`src/rtl/bin2bcd_seq_pkg.sv`:
```
// Shared types and constants for the sequential binary-to-BCD converter.
// Holds the existing magnitude/sign types of the display path alongside the
// BCD digit type, the blanking code and the converter FSM state encoding.
package bin2bcd_seq_pkg;

  // Signed byte as produced upstream of the magnitude/sign stage.
  typedef logic signed [7:0] int8_t;

  // Sign segment code: OFF shows nothing, TEN lights the minus segment.
  typedef enum logic {
    OFF = 1'b0,
    TEN = 1'b1
  } sgmnt_e;

  // One packed BCD digit.
  typedef logic [3:0] bcd_t;

  // Code driven onto a digit that the display decoder should leave dark.
  localparam bcd_t BCD_BLANK = 4'hF;

  // Converter control states.
  typedef enum logic [1:0] {
    IDLE  = 2'd0,
    SHIFT = 2'd1,
    DONE  = 2'd2
  } bin2bcd_state_e;

endpackage

```
`src/rtl/bin2bcd_seq_if.sv`:
```
// Request/result bundle between the display path and bin2bcd_seq.
//
// Handshake: the requester raises i_start together with i_data/i_sign; the
// request is accepted on a rising clock edge only while the converter is not
// busy (IDLE or DONE), and is silently dropped while o_busy is high. Exactly
// one o_done pulse follows each accepted request, and the result outputs are
// valid from that pulse until the next one. o_busy and o_done are never both
// high. dbg_state mirrors the converter FSM for observation.
import bin2bcd_seq_pkg::*;

interface bin2bcd_seq_if #(
  parameter int DATA_W = 8
);
  logic              i_start;
  logic [DATA_W-1:0] i_data;
  sgmnt_e            i_sign;
  logic              o_busy;
  logic              o_done;
  bcd_t              o_hundreds;
  bcd_t              o_tens;
  bcd_t              o_units;
  sgmnt_e            o_sign;
  bin2bcd_state_e    dbg_state;

  // Requester side (display path / testbench).
  modport master (
    output i_start, i_data, i_sign,
    input  o_busy, o_done, o_hundreds, o_tens, o_units, o_sign, dbg_state
  );

  // Converter side.
  modport slave (
    input  i_start, i_data, i_sign,
    output o_busy, o_done, o_hundreds, o_tens, o_units, o_sign, dbg_state
  );
endinterface

```
`src/rtl/bin2bcd_seq_bcd_add3.sv`:
```
// Double-dabble digit correction cell: a digit of 5 or more gets +3 so that
// the following left shift carries correctly into the next decimal digit.
import bin2bcd_seq_pkg::*;

module bin2bcd_seq_bcd_add3 (
  input  bcd_t digit_i,
  output bcd_t digit_o
);
  // Per-digit 4-bit correction, no carry to neighbouring digits.
  always_comb begin
    digit_o = (digit_i >= 4'd5) ? bcd_t'(digit_i + 4'd3) : digit_i;
  end
endmodule

```
`src/rtl/bin2bcd_seq.sv`:
```
// Sequential shift-add-3 converter: unsigned DATA_W-bit magnitude to DIGITS
// BCD digits plus the sign code captured with it, one bit per clock.
// Optional build macro: BIN2BCD_BLANK_EN enables leading-zero blanking of
// the hundreds and tens output digits.
import bin2bcd_seq_pkg::*;

module bin2bcd_seq #(
  parameter int DATA_W = 8,
  parameter int DIGITS = 3
) (
  input logic              i_clk,
  input logic              i_rst_n,
  bin2bcd_seq_if.slave     bus
);

  localparam int BCD_W = 4 * DIGITS;
  localparam int CNT_W = (DATA_W > 1) ? $clog2(DATA_W) : 1;

  bin2bcd_state_e    state_q, state_d;
  logic [DATA_W-1:0] bin_q,   bin_d;
  logic [BCD_W-1:0]  bcd_q,   bcd_d;
  logic [CNT_W-1:0]  cnt_q,   cnt_d;
  sgmnt_e            sign_q,  sign_d;
  bcd_t              hund_q,  hund_d;
  bcd_t              tens_q,  tens_d;
  bcd_t              units_q, units_d;
  sgmnt_e            osign_q, osign_d;

  logic [BCD_W-1:0]  bcd_adj;
  logic              accept;
  logic              unused_bcd_msb;

  // Correct every scratch digit before it is shifted.
  for (genvar g = 0; g < DIGITS; g++) begin : g_add3
    bin2bcd_seq_bcd_add3 u_add3 (
      .digit_i (bcd_q[4*g +: 4]),
      .digit_o (bcd_adj[4*g +: 4])
    );
  end

  // The top bit shifted out of the scratch register is always zero for
  // in-range inputs, so it is deliberately dropped.
  assign unused_bcd_msb = bcd_adj[BCD_W-1];

  // A new request is taken whenever the converter is not mid-conversion.
  assign accept = bus.i_start && (state_q == IDLE || state_q == DONE);

  // Next-state and datapath update; result registers only change on DONE entry.
  always_comb begin
    state_d = state_q;
    bin_d   = bin_q;
    bcd_d   = bcd_q;
    cnt_d   = cnt_q;
    sign_d  = sign_q;
    hund_d  = hund_q;
    tens_d  = tens_q;
    units_d = units_q;
    osign_d = osign_q;

    case (state_q)
      IDLE: begin
        if (bus.i_start) state_d = SHIFT;
      end
      SHIFT: begin
        bcd_d = {bcd_adj[BCD_W-2:0], bin_q[DATA_W-1]};
        bin_d = {bin_q[DATA_W-2:0], 1'b0};
        if (cnt_q == '0) begin
          state_d = DONE;
          hund_d  = bcd_d[8 +: 4];
          tens_d  = bcd_d[4 +: 4];
          units_d = bcd_d[0 +: 4];
          osign_d = sign_q;
`ifdef BIN2BCD_BLANK_EN
          if (bcd_d[8 +: 4] == 4'd0) begin
            hund_d = BCD_BLANK;
            if (bcd_d[4 +: 4] == 4'd0) tens_d = BCD_BLANK;
          end
`endif
        end else begin
          cnt_d = cnt_q - 1'b1;
        end
      end
      DONE: begin
        state_d = bus.i_start ? SHIFT : IDLE;
      end
      default: begin
        state_d = IDLE;
      end
    endcase

    if (accept) begin
      bin_d  = bus.i_data;
      sign_d = bus.i_sign;
      bcd_d  = '0;
      cnt_d  = CNT_W'(DATA_W - 1);
    end
  end

  // State and datapath registers; reset aborts any conversion in flight.
  always_ff @(posedge i_clk or negedge i_rst_n) begin
    if (!i_rst_n) begin
      state_q <= IDLE;
      bin_q   <= '0;
      bcd_q   <= '0;
      cnt_q   <= '0;
      sign_q  <= OFF;
      hund_q  <= '0;
      tens_q  <= '0;
      units_q <= '0;
      osign_q <= OFF;
    end else begin
      state_q <= state_d;
      bin_q   <= bin_d;
      bcd_q   <= bcd_d;
      cnt_q   <= cnt_d;
      sign_q  <= sign_d;
      hund_q  <= hund_d;
      tens_q  <= tens_d;
      units_q <= units_d;
      osign_q <= osign_d;
    end
  end

  assign bus.o_busy     = (state_q == SHIFT);
  assign bus.o_done     = (state_q == DONE);
  assign bus.o_hundreds = hund_q;
  assign bus.o_tens     = tens_q;
  assign bus.o_units    = units_q;
  assign bus.o_sign     = osign_q;
  assign bus.dbg_state  = state_q;

endmodule
```
`src/flat_wrapper.sv`:
```
// flat-port wrapper written by rule: the top's interface ports become plain ports
module bin2bcd_seq_flat 
#(
  parameter int DATA_W = 8,
  parameter int DIGITS = 3
)
  (i_clk, i_rst_n, bus_i_start, bus_i_data, bus_i_sign, bus_o_busy, bus_o_done, bus_o_hundreds, bus_o_tens, bus_o_units, bus_o_sign, bus_dbg_state);
  bin2bcd_seq_if #(.DATA_W(DATA_W)) bus_i ();
  input logic i_clk;
  input logic i_rst_n;
  input wire logic [$bits(bus_i.i_start)-1:0] bus_i_start;
  input wire logic [$bits(bus_i.i_data)-1:0] bus_i_data;
  input wire logic [$bits(bus_i.i_sign)-1:0] bus_i_sign;
  output wire logic [$bits(bus_i.o_busy)-1:0] bus_o_busy;
  output wire logic [$bits(bus_i.o_done)-1:0] bus_o_done;
  output wire logic [$bits(bus_i.o_hundreds)-1:0] bus_o_hundreds;
  output wire logic [$bits(bus_i.o_tens)-1:0] bus_o_tens;
  output wire logic [$bits(bus_i.o_units)-1:0] bus_o_units;
  output wire logic [$bits(bus_i.o_sign)-1:0] bus_o_sign;
  output wire logic [$bits(bus_i.dbg_state)-1:0] bus_dbg_state;
  assign bus_i.i_start = bus_i_start;
  assign bus_i.i_data = bus_i_data;
  assign bus_i.i_sign = bus_i_sign;
  assign bus_o_busy = bus_i.o_busy;
  assign bus_o_done = bus_i.o_done;
  assign bus_o_hundreds = bus_i.o_hundreds;
  assign bus_o_tens = bus_i.o_tens;
  assign bus_o_units = bus_i.o_units;
  assign bus_o_sign = bus_i.o_sign;
  assign bus_dbg_state = bus_i.dbg_state;
  bin2bcd_seq #(.DATA_W(DATA_W), .DIGITS(DIGITS)) u_core (.i_clk(i_clk), .i_rst_n(i_rst_n), .bus(bus_i));
endmodule
```
`config.mk`:
```
export PLATFORM = sky130hd
export DESIGN_NAME = bin2bcd_seq_flat
export DESIGN_NICKNAME = d
export VERILOG_FILES = /design/src/rtl/bin2bcd_seq_pkg.sv /design/src/rtl/bin2bcd_seq_if.sv /design/src/rtl/bin2bcd_seq_bcd_add3.sv /design/src/rtl/bin2bcd_seq.sv /design/src/flat_wrapper.sv
export SDC_FILE = /design/constraint.sdc
export NUM_CORES = 1
export LEC_CHECK = 0
export CORE_MARGIN = 3
export CORE_UTILIZATION = 30
export CTS_CLUSTER_DIAMETER = 150
export CTS_CLUSTER_SIZE = 14
export DETAILED_ROUTE_END_ITERATION = 6
export GPL_TIMING_DRIVEN = 0
export PLACE_DENSITY = 0.54
export SETUP_SLACK_MARGIN = 0.15
export SLEW_MARGIN = 20
export SYNTH_ARGS = -nofsm -noshare
export SYNTH_HDL_FRONTEND = slang
export SYNTH_HIERARCHICAL = 1
export SYNTH_SLANG_ARGS = --single-unit
```
`constraint.sdc`:
```
create_clock -name i_clk -period 3.19 [get_ports i_clk]
set_clock_uncertainty 0.2 [all_clocks]
set_input_delay 0.4785 -clock i_clk [delete_from_list [all_inputs] [get_ports i_clk]]
set_output_delay 0.4785 -clock i_clk [all_outputs]
set_load 0.02 [all_outputs]
```
==> flow_metrics.tcl <==
set metrics [dict create \
    cts_buffers 5 \
    hold_path_class "reg2reg" \
    power_density_nw_per_um2 1030 \
    crit_buf_inv 4 \
    tightest_slew_ns 0.454 \
    p_leak_nw 1.10 \
    regArea_um2 976 \
    hold_buffers 1 \
    p_int_mw 1.49 \
    worstPathCellList "nand2b_1 -> buf_6 -> inv_2 -> buf_2 -> clkdlybuf4s50_1" \
    diodes 0 \
    crit_required_ns 2.51 \
    clkSinkCount 39 \
    syn_area_um2 1880 \
    top_usage_layer "met2" \
    dp.cells 265 \
    netlist_instances 161 \
    pin_count 29 \
    slowest_stage "clkdlybuf4s50_1" \
    die_h_um 85.1 \
    grt_max_degree 29 \
    switchingPower_mw 0.946 \
    route.detailed.drc 0 \
    die_w_um 85.1 \
    clk_pin_slew_ns 0.07 \
    ys_warn_count 6 \
    p_clk_share_pct 13.2 \
    critPathArrivalTime_ns 1.95 \
    fin_area_um2 2360 \
    placed_area_um2 2260 \
    max_freq_mhz 381 \
    coreArea_um2 5990 \
    r2r_slack_ns 1.30 \
    grt_remaining_overflow 0 \
    drt-total-wl_um 3610 \
    layout_common_cells "dfrtp_1 (39), clkdlybuf4s50_1 (27), nand2_1 (21)" \
    grt.total_usage_pct 11.0 \
    power_frac_comb_pct 50.7 \
    ff2ff_path_depth 6 \
    postRouteAntennaNets 0 \
    hold_path_depth 1 \
    cpPeakStageDelay_ns 0.64 \
    initial_core_util_pct 31.3 \
    cts-root-buf "clkbuf_8" \
    slew_headroom_pct 69.4 \
    mostFrequentLayoutCell "dfrtp_1" \
    status "finished clean" \
    met1_usage_pct 15.9 \
    use_met2_pct 16.1 \
    setup_viol 0 \
    switching_share_pct 38.8 \
    final_cells 274 \
    io_buffers 28 \
    critPathCaptureType "primary output" \
    crit_type "reg2out" \
    routedWlPerCell_um 13.2 \
    areaGrowthSynthToFinish_pct 25.8 \
    via_per_inst 4.64 \
    worst_setup_path_start_kind "register" \
    crit_cells 5 \
    drive_above_1_share_pct 16.6 \
    insertion_delay_ns 0.29 \
    cts_setup_buffers 0 \
    p_seq_share_pct 36.1 \
    hold_viol_final 0 \
    routed-via-count 1272 \
    ir_drop_uv 402 \
    fin_crit_sh_pct 82.3 \
    period_minus_slack_ns 2.62 \
    fillers 584 \
    cts-htree-levels 2 \
    drtIter0Drc 62 \
    fp-row-count 28 \
    finalPower_mw 2.44 \
    antenna_found_initial 0 \
    dieArea_um2 7240 \
    dp_hpwl_um 2530 \
    maxCapViolations 0 \
    crit_family "buffers and inverters" \
    postSynthAreaPerCell_um2 11.6 \
    grt_use_met3_pct 3.11 \
    grt_pass1_vias 1268 \
    place_congestion 0.725 \
    pre_cts_slack_ns 0.871 \
    multi_input_area_um2 808 \
    cts_tree "built" \
    slew_viol_final 0 \
    grt_pass1_wl_um 6340 \
    clk_path_buf_depth 2 \
    critical_path.max_fanout 10 \
    fin_nets 218 \
    finalSetupTns_ns 0 \
    rsz0062_at_grt "no" \
    first_pass_iters 4 \
    ctsResizeCount 0 \
    fin_ws_ns 0.565 \
    synth_nets 181 \
]
## power groups by stage
stage	registers, mW	clock network [mW]	logic [mW]
2_1_floorplan	0.953	0	0.798
3_3_place_gp	0.889	0	1.23
3_5_place_dp	0.887	0	1.25
4_1_cts	0.882	0.341	1.25
5_1_grt	0.915	0.359	1.37
6_report	0.880	0.322	1.23
## layer usage
| metal | vias up | share of wire, % |
|---|---|---|
| met4 | 0 | 0.86 |
| met5 | - | 0 |
| met2 | 32 | 45 |
| li1 | 625 | - |
| met1 | 611 | 49 |
| met3 | 4 | 5.0 |
## worst paths after layout
path,from,endpoint
min in group asynchronous,i_rst_n,u_core/bus.o_hundreds[0]
worst max register to register,u_core/cnt_q[0],u_core/bus.o_units[1]
max in group asynchronous,i_rst_n,u_core/bin_q[7]
worst max-delay path,u_core/bus.dbg_state[1],bus_o_busy
worst min register to register,u_core/cnt_q[0],u_core/cnt_q[0]
worst min-delay path,u_core/cnt_q[0],u_core/cnt_q[0]
## sequential cells by signal, summed over array words and instances (netlist names)
name and count:
u_core/bin_q 8, u_core/cnt_q 3, u_core/bus.o_tens 4, u_core/bus.dbg_state 2, u_core/sign_q 1, u_core/bcd_q 12, u_core/bus.o_units 4, u_core/bus.o_sign 1
u_core/bus.o_hundreds 4
## worst reg2reg max path, delay by kind of cell, from the launching register on
family                   cells  cell delay (ns)
flip-flops                   1             0.39
AND/OR/NAND/NOR              1             0.37
multiplexers                 1             0.30
buffers and inverters        3             0.36
adder cells (fa/ha/maj)      1             0.16
## final cells by class
class,instances,area share [%]
flip-flops and latches,39,41.4
multi-input cells,105,34.3
repair buffers,30,12.9
well taps,75,3.98
clock buffers,5,2.92
plain buffers,7,2.28
inverters,10,1.59
clock inverters,3,0.637
## through the flow
step	hold WS (ns)	util, %
after floorplan	-0.0171	-
after global placement	0.263	37.6
after detailed placement	0.185	37.8
after CTS	0.281	39.4
after global routing	0.296	39.4
final	0.275	39.4
No activity file was read; power rests on OpenSTA's default activity.
